File: config.mk
export PLATFORM = sky130hd
export DESIGN_NAME = ext_int_ctrl
export DESIGN_NICKNAME = d
export VERILOG_FILES = /design/src/rtl/ext_int_ctrl.sv
export SDC_FILE = /design/constraint.sdc
export NUM_CORES = 1
export LEC_CHECK = 0
export CAP_MARGIN = 5
export CORE_ASPECT_RATIO = 1.4
export CORE_MARGIN = 4
export CORE_UTILIZATION = 45
export CTS_BUF_LIST = sky130_fd_sc_hd__clkbuf_4
export DETAILED_ROUTE_END_ITERATION = 7
export DONT_BUFFER_PORTS = 1
export GPL_ROUTABILITY_DRIVEN = 0
export GPL_TIMING_DRIVEN = 0
export SYNTH_ARGS = -nofsm -noshare
export SYNTH_HDL_FRONTEND = slang
export SYNTH_SLANG_ARGS = --single-unit
File: constraint.sdc
create_clock -name clk -period 2.3 [get_ports clk]
set_input_delay 0.46 -clock clk [delete_from_list [all_inputs] [get_ports clk]]
set_output_delay 0.46 -clock clk [all_outputs]
set_load 0.02 [all_outputs]
File: src/rtl/ext_int_ctrl.sv
// ext_int_ctrl: external interrupt controller (sync, glitch filter, edge/level detect, pending, priority ID)
// Ports: clk, reset (async active-low), ext_int_i raw pins (bit 0 = int_ext1),
//        bus_addr/bus_wdata/bus_we/bus_re/bus_rdata word-addressed register port,
//        irq_o masked request level, irq_id_o lowest active channel + 1 (0 = none).
module ext_int_ctrl #(
  parameter int N_INPUTS      = 2,
  parameter int FILTER_CYCLES = 4,
  parameter int CNT_W         = 4
) (
  input  logic                clk,
  input  logic                reset,
  input  logic [N_INPUTS-1:0] ext_int_i,
  input  logic [3:0]          bus_addr,
  input  logic [31:0]         bus_wdata,
  input  logic                bus_we,
  input  logic                bus_re,
  output logic [31:0]         bus_rdata,
  output logic                irq_o,
  output logic [3:0]          irq_id_o
);
  logic [N_INPUTS-1:0]   s1, s2, filt, prev, enable, pending, evt, active;
  logic [2*N_INPUTS-1:0] mode;
  logic [1:0]            sel;
  logic [31:0]           rd_val;
  logic                  unused_ok;
  assign sel       = bus_addr[3:2];
  assign unused_ok = &{1'b0, bus_addr[1:0], bus_wdata[31:2*N_INPUTS]};
  always_ff @(posedge clk or negedge reset)
    if (!reset) begin
      s1   <= '0;
      s2   <= '0;
      prev <= '0;
    end else begin
      s1   <= ext_int_i;
      s2   <= s1;
      prev <= filt;
    end
  if (FILTER_CYCLES == 0) begin : g_nofilt
    assign filt = s2;
  end else begin : g_filt
    for (genvar i = 0; i < N_INPUTS; i++) begin : g_ch
      logic             f;
      logic [CNT_W-1:0] cnt;
      // the level flips only after s2 has disagreed for FILTER_CYCLES consecutive samples
      always_ff @(posedge clk or negedge reset)
        if (!reset) begin
          f   <= 1'b0;
          cnt <= '0;
        end else if (s2[i] == f) begin
          cnt <= '0;
        end else if (cnt == CNT_W'(FILTER_CYCLES - 1)) begin
          f   <= s2[i];
          cnt <= '0;
        end else begin
          cnt <= cnt + 1'b1;
        end
      assign filt[i] = f;
    end
  end
  always_comb begin
    evt = '0;
    for (int i = 0; i < N_INPUTS; i++)
      evt[i] = mode[2*i+:2] == 2'b00 ? filt[i] & ~prev[i] :
               mode[2*i+:2] == 2'b01 ? ~filt[i] & prev[i] :
               mode[2*i+:2] == 2'b10 ? filt[i] ^ prev[i] : filt[i];
  end
  assign active = pending & enable;
  assign irq_o  = |active;
  always_comb begin
    irq_id_o = '0;
    for (int i = N_INPUTS - 1; i >= 0; i--)
      if (active[i]) irq_id_o = 4'(i + 1);
  end
  assign rd_val = sel == 2'd0 ? 32'(enable) :
                  sel == 2'd1 ? 32'(mode) :
                  sel == 2'd2 ? 32'(pending) : 32'(irq_id_o);
  // a new event outranks a same-cycle write-1-to-clear
  always_ff @(posedge clk or negedge reset)
    if (!reset) begin
      enable    <= '0;
      mode      <= '0;
      pending   <= '0;
      bus_rdata <= '0;
    end else begin
      if (bus_we && sel == 2'd0) enable <= bus_wdata[N_INPUTS-1:0];
      if (bus_we && sel == 2'd1) mode <= bus_wdata[2*N_INPUTS-1:0];
      pending <= (pending & ~((bus_we && sel == 2'd2) ? bus_wdata[N_INPUTS-1:0] : '0)) | (evt & enable);
      if (bus_re) bus_rdata <= rd_val;
    end
endmodule

Word-level counts from Yosys, hierarchy flattened
Cells that the tools add are included.

word-level totals
  output and inout bits = 37
  word-level logic and storage cells = 65
  register bits = 56
  input port bits = 42

operators by class
  bitwise operators = 17
  $add $sub $neg = 2
  reduce and logical (&&, ||, !) cells = 9
  equality and inequality tests = 10
  muxes and demuxes = 16

operator list
  cell                 number
  $mux 4               6
  $add 4x1->4 const B  2
  $eq 4x2->1 const B   2
  $mux 2               4
  $and 2x2->2          3
  $eq 2x1->1 const B   3
  $eq 2x2->1 const B   3
  $logic_not 2->1      3
  $mux 1               6
  $not 1->1            6
  $and 1x1->1          4
  $reduce_and 2->1     2
  $logic_and 1x1->1    3
  $eq 1x1->1           2
  $not 2->2            1
  $or 2x2->2           1
  $reduce_or 2->1      1
  $xor 1x1->1          2

Logic depth before layout (Yosys ltp)
Gate-level depths: netlist of the first run.

  word-level depth = 6
  mapped depth = 5

Least setup slack after synthesis of the first run
No wires, ideal clock.

  kind = reg2out
  start point = reg enable[0]
  end point = out irq_id_o[1]
  cell stages (with the launch flop) = 4
  data required time = 1.840 ns
  arrival = 0.740 ns
  slack = 1.100 ns
  cells stage by stage = dfrtp_1 nand2_1 nand3_1 inv_1

between the ends
  cells in the longest elaborated chain, start to end = 2

ends and longest elaborated chain
  what                    RTL line  text
  from (decl)             21        logic [N_INPUTS-1:0] s1, s2, filt, prev, enable, pending, evt, active;
  from (signal assigned)  85        if (bus_we && sel == 2'd0) enable <= bus_wdata[N_INPUTS-1:0];
  $and 2x2->2             67        assign active = pending & enable;
  $mux 2                  72        if (active[i]) irq_id_o = 4'(i + 1);
  to (decl)               19        output logic [3:0] irq_id_o

No other way between the ends.

Worst setup path after layout of the first run
Same ends and word-level chain as after synthesis.

==> impl_metrics.ini, run 1 <==
[yosys]
muxShareOfSynthArea_pct = 7.336
synth_compound_gate_area_share_pct = 7.420
synth-seq-area-share_pct = 47.22
synth_top_cells_by_count = buf_4 (30), dfrtp_1 (28), nand2_1 (11)
synthesis.area_per_instance_um2 = 10.60
synthDominantCellAreaShare_pct = 47.22
synth_top_flop_cell = dfrtp_1
netlist.top_cell.by_area = dfrtp_1
yosys.area_share.simple_pct = 12.31
syn-instance-count = 140
number_of_enable_flip_flop_cells_after_synthesis = 0
synthAdderAreaFrac_pct = 5.059
synthXorXnorAreaFrac_pct = 2.361
syn_area_um2 = 1484
synth.top_cells.by_area = dfrtp_1 (47%), buf_4 (15%), mux2_2 (5.3%)
async_flop_share_pct = 100.0
synth_top_family_by_area = buffers and inverters
synthMostInstantiatedCell = buf_4
ys_seq_elements = 28
synth.lib_cells_used.distinct = 29
yosys_warnings = 0

[routing]
avgRoutedWirePerCell_um = 11.21
wl_um = 2398
drt_initial_violations = 14
drcViolationCount = 0
postRouteAntennaNets = 0
detail_route.first_pass.iterations = 4
detailroute.via_count = 959
detail_route.vias_per_cell = 4.481

[sta]
totalNegativeSetupSlack_ps = 0
clock.fmax_ghz = 0.6033
setup_violations = 0
setup_skew_after_layout_ps = 5.776
drv_slew = 0
final_min_period_over_clock_period_pct = 72.06
finalHoldViolCount = 0
finalWorstSetupSlack_ps = 642.6
final_period_minus_worst_setup_slack_ps = 1657
grt_setup_unrepaired = no

[cts]
clock-sinks = 28
tritoncts.num_buffers = 3
clock_tree.htree_level_count = 1
postCtsSetupBuffers = 0
bufs_on_longest_clock_path = 2
clock-root-buffer = clkbuf_4
clock_tree_from_tritoncts = yes
clk_latency_ps = 310
worst_setup_hold_path_clk_slew_ps = 140

[setup_path]
timing_worst_setup_path_type = reg -> out
worstPathCellList = nand2_1 > nand3_1 > inv_1
cp-startpoint = enable[0]
cp.required_ps = 1840
timing.critical_path.slowest_stage_cell = dfrtp_1
ff2ff_path_depth = 5
worst_r2r_endpoint = pending[0]
worst_r2r_startpoint = g_filt.g_ch[0].f
regToRegSetupSlack_ps = 1020
critical_path.max_fanout = 6
slowest_delay_ps = 460
endpoint = irq_id_o[1]
endpoint_kind = primary output
cp_data_arrival_time_ps = 1200
crit_path_start_kind = flip-flop

[floorplan]
floorplan.initialDensity_pct = 47.06
core_footprint_um2 = 3153
die_y_um = 75.95
area_enclosed_by_the_die_boundary_um2 = 4293
boundaryPins = 79
std_cell_rows = 24
dieWidth_um = 56.53

[pwr]
p_leak_nw = 0.8758
power.density_nw_per_um2 = 776.9
vdd_drop_max_mv = 0.5484

[layout]
nets = 224
n_fill_cell = 297
postLayoutCellArea_um2 = 1698
area_growth_pct = 14.42
layout-drive-gt1-share_pct = 24.57
num_antenna_cells = 0

[placed_design]
dp_slack_ps = 992.9
port-buffer-count = 0
dp_hpwl_um = 1957
detailed_place.area_um2 = 1642

[job]
maxcap_violations = 0

[global_routing]
first_global_vias = 958
grt_max_degree = 29
grt_first_pass_wirelength_um = 4146
aggregate_global_routing_overflow = 0
antenna_found_initial = 0
grtUsageTotal_pct = 11.87

[worst_hold_path]
timing.hold.worst.class = in -> reg
hold_path.startpoint = ext_int_i[1]

[outcome]
run_status = finished clean
==> what timing repair did <==
action,in CTS,in global routing
hold buffers,2,0
resized for setup,0,0
endpoints found under the hold margin,28,0
setup endpoints to repair,0,0
==> area by class of cell <==
type	count	area (µm²)	share of cell area [%]
plain buffers	31	230.2	13.56
clock buffers	3	22.52	1.326
clock inverters	1	3.754	0.2211
inverters	10	37.54	2.211
multi-input cells	100	624.3	36.77
flip-flops and latches	28	700.7	41.27
well taps	39	48.80	2.874
repair buffers	2	30.03	1.769
==> per-stage QoR <==
step                cells  power (mW)  utilization, %  hold slack [ps]
detailed placement    208       1.125           52.06            165.2
CTS                   214       1.342           53.85            132.2
global placement      208       1.104           52.06            165.5
finish                214       1.319           53.85            151.7
floorplan             169       1.048               -            164.4
global route          214       1.444           53.85            112.4
==> worst max-delay path: cells and delay by family (launching register included) <==
kind | cells | cell delay [ps]
flip-flops | 1 | 460
buffers and inverters | 1 | 180
AND/OR/NAND/NOR | 2 | 260
==> how the worst min path moves through the flow <==
stage / depth (start not counted) / slack, ps / end
finish: 0 / 150 / s1[1]
global route: 0 / 110 / s1[1]
CTS: 0 / 130 / s1[1]
detailed placement: 0 / 170 / g_filt.g_ch[1].cnt[2]
global placement: 0 / 170 / g_filt.g_ch[1].cnt[2]
floorplan: 0 / 160 / bus_rdata[0]
==> metal layers <==
metal	routed length [µm]	global-route usage [%]	vias to the layer above
met4	14	4.276	0
li1	-	-	476
met2	1241	21.18	33
met5	0	0	-
met1	867	12.13	448
met3	275	4.762	2
==> cells by family (layout without fill, tap and decap cells) <==
kind of cell	count (synthesis)	after routing
buf+inv	41	47
flops	28	28
xor+xnor	4	4
simple gates	34	34
fa+ha+maj	6	6
other cells	1	30
compound gates	16	16
mux	10	10
==> registers in the layout, indices dropped and copies added (netlist names) <==
signal and flops:
s1 2, g_filt.g_ch.f 2, prev 2, g_filt.g_ch.cnt 8
mode 4, bus_rdata 4, s2 2, enable 2
pending 2
==> report_power, final <==
part	switching [mW]	internal (mW)
Clock	0.131	0.0634
Sequential	0.115	0.603
Combinational	0.222	0.186
Total	0.467	0.852
==> layout by cell type (no fill, tap or decap), types with 2 or more instances in the layout <==
master and count:
nand2b_1 2, nor3_1 2, dfrtp_1 28, mux2_2 7, inv_1 10, nor2b_1 2, nand2_1 11, a211oi_1 2
a311o_1 2, a21boi_1 2, o22ai_1 2, buf_4 30, ha_1 6, o21ai_0 4, mux2i_1 3, xnor2_1 2
nor3b_1 5, clkbuf_4 3, xor2_1 2, a21oi_1 2, nand3_1 3, nor2_1 4, nand3b_1 2, conb_1 30
(Power assumes the default switching activity.)
==> run 2, diff against run 1 <==
==> constraint.sdc (replaced) <==
create_clock -name clk -period 1.55 [get_ports clk]
set_input_delay 0.31 -clock clk [delete_from_list [all_inputs] [get_ports clk]]
set_output_delay 0.31 -clock clk [all_outputs]
set_load 0.02 [all_outputs]
==> impl_metrics.ini, run 2 (same netlist as run 1, synthesis figures left out) <==
[cts]
clock-root-buffer = clkbuf_4
bufs_on_longest_clock_path = 2
clock_tree_from_tritoncts = yes
clk_latency_ps = 310
worst_setup_hold_path_clk_slew_ps = 140
tritoncts.num_buffers = 3
clock-sinks = 28
clock_tree.htree_level_count = 1

[sta]
final_period_minus_worst_setup_slack_ps = 1466
drv_slew = 0
finalWorstSetupSlack_ps = 83.82
setup_skew_after_layout_ps = 5.796
clock.fmax_ghz = 0.6820
grt_setup_unrepaired = no
totalNegativeSetupSlack_ps = 0
finalHoldViolCount = 0
setup_violations = 0
final_min_period_over_clock_period_pct = 94.59

[routing]
wl_um = 2401
detail_route.first_pass.iterations = 4
drcViolationCount = 0
avgRoutedWirePerCell_um = 11.12
detailroute.via_count = 968
postRouteAntennaNets = 0
drt_initial_violations = 16
detail_route.vias_per_cell = 4.481

[worst_hold_path]
whs_endpoint = mode[3]
timing.hold.worst.class = in -> reg
hold_path.startpoint = bus_wdata[3]
min_delay_path_depth = 1

[placed_design]
detailed_place.area_um2 = 1642
dp_slack_ps = 269.8
dp_hpwl_um = 1957
total_instance_count_after_detailed_placement = 208
port-buffer-count = 0

[global_routing]
aggregate_global_routing_overflow = 0
grt_first_pass_wirelength_um = 4181
first_global_vias = 962
grt_max_degree = 29
antenna_found_initial = 0
grtUsageTotal_pct = 11.94

[layout]
layoutNonFillerInstCount = 216
postLayoutCellArea_um2 = 1719
most_flop_heavy_register = g_filt.g_ch.cnt
layout-drive-gt1-share_pct = 25.42
num_antenna_cells = 0
top_regs = g_filt.g_ch.cnt: 8 flops, bus_rdata: 4 flops, mode: 4 flops
mostFrequentLayoutCells = buf_4 (30), conb_1 (30), dfrtp_1 (27)
nets = 226
area_growth_pct = 15.85
flip_flop_count_of_the_largest_register_after_layout = 8

[setup_path]
endpoint_kind = primary output
slowest_delay_ps = 460
crit_path_start_kind = flip-flop
cp_data_arrival_time_ps = 1160
worstPathCellList = nand2_1 > nand3_1 > inv_2
cp-startpoint = enable[0]
cp.required_ps = 1240
timing.critical_path.slowest_stage_cell = dfrtp_2
timing_worst_setup_path_type = reg -> out
worst_r2r_startpoint = g_filt.g_ch[0].f
ff2ff_path_depth = 5
critical_path.max_fanout = 6
worst_r2r_endpoint = pending[0]
regToRegSetupSlack_ps = 270

[floorplan]
core_footprint_um2 = 3153
floorplan.initialDensity_pct = 47.06
boundaryPins = 79
std_cell_rows = 24
area_enclosed_by_the_die_boundary_um2 = 4293
dieWidth_um = 56.53
die_y_um = 75.95

[pwr]
vdd_drop_max_mv = 0.8139
fin_total_pwr_mw = 1.965
p_leak_nw = 0.8812
power.density_nw_per_um2 = 1143

[job]
maxcap_violations = 0

[outcome]
run_status = finished clean
[run 2: critical path, delay by kind of cell (launching register included)]
family / cells / cell delay, ps
buf+inv: 1 / 130
flops: 1 / 460
simple gates: 2 / 260
[run 2: worst max-delay path by stage]
stage                   to  cells after the start
2_1_floorplan   pending[1]                      3
3_3_place_gp    pending[0]                      5
3_5_place_dp    pending[0]                      5
4_1_cts        irq_id_o[1]                      3
5_1_grt        irq_id_o[1]                      3
6_report       irq_id_o[1]                      3
[run 2: area by class of cell]
cell class | count | area, µm²
clock buffer | 3 | 22.52
multi-input combinational | 100 | 624.3
tap | 39 | 48.80
timing repair buffer | 4 | 50.05
buffer | 31 | 230.2
fill | 294 | 1434
inverter | 10 | 37.54
sequential | 28 | 701.9
clock inverter | 1 | 3.754
[run 2: through the flow]
stage / utilization [%] / hold slack (ps)
2_1_floorplan: - / 14.41
3_3_place_gp: 52.06 / 15.50
3_5_place_dp: 52.06 / 15.22
4_1_cts: 54.48 / 112.4
5_1_grt: 54.52 / 101.8
6_report: 54.52 / 130.2
[run 2: per-layer routing]
metal / part of all wire (%) / global-route usage [%] / vias up / routed length [µm]
met5: 0 / 0 / - / 0
met4: 0.58 / 4.276 / 0 / 14
met2: 51 / 21.18 / 33 / 1235
met1: 37 / 12.35 / 453 / 877
met3: 11 / 4.762 / 2 / 274
li1: - / - / 480 / -
[run 2: timing repair]
item                                   CTS  global route
endpoints found under the hold margin   30             0
resized for setup                        0             2
buffers inserted                         0             0
hold buffers                             4             0
setup endpoints to repair                0             1
[run 2: report_power, final]
group | switching [mW] | total (mW) | internal (mW)
Clock | 0.194 | 0.288 | 0.0941
Sequential | 0.171 | 1.07 | 0.896
Combinational | 0.331 | 0.611 | 0.279
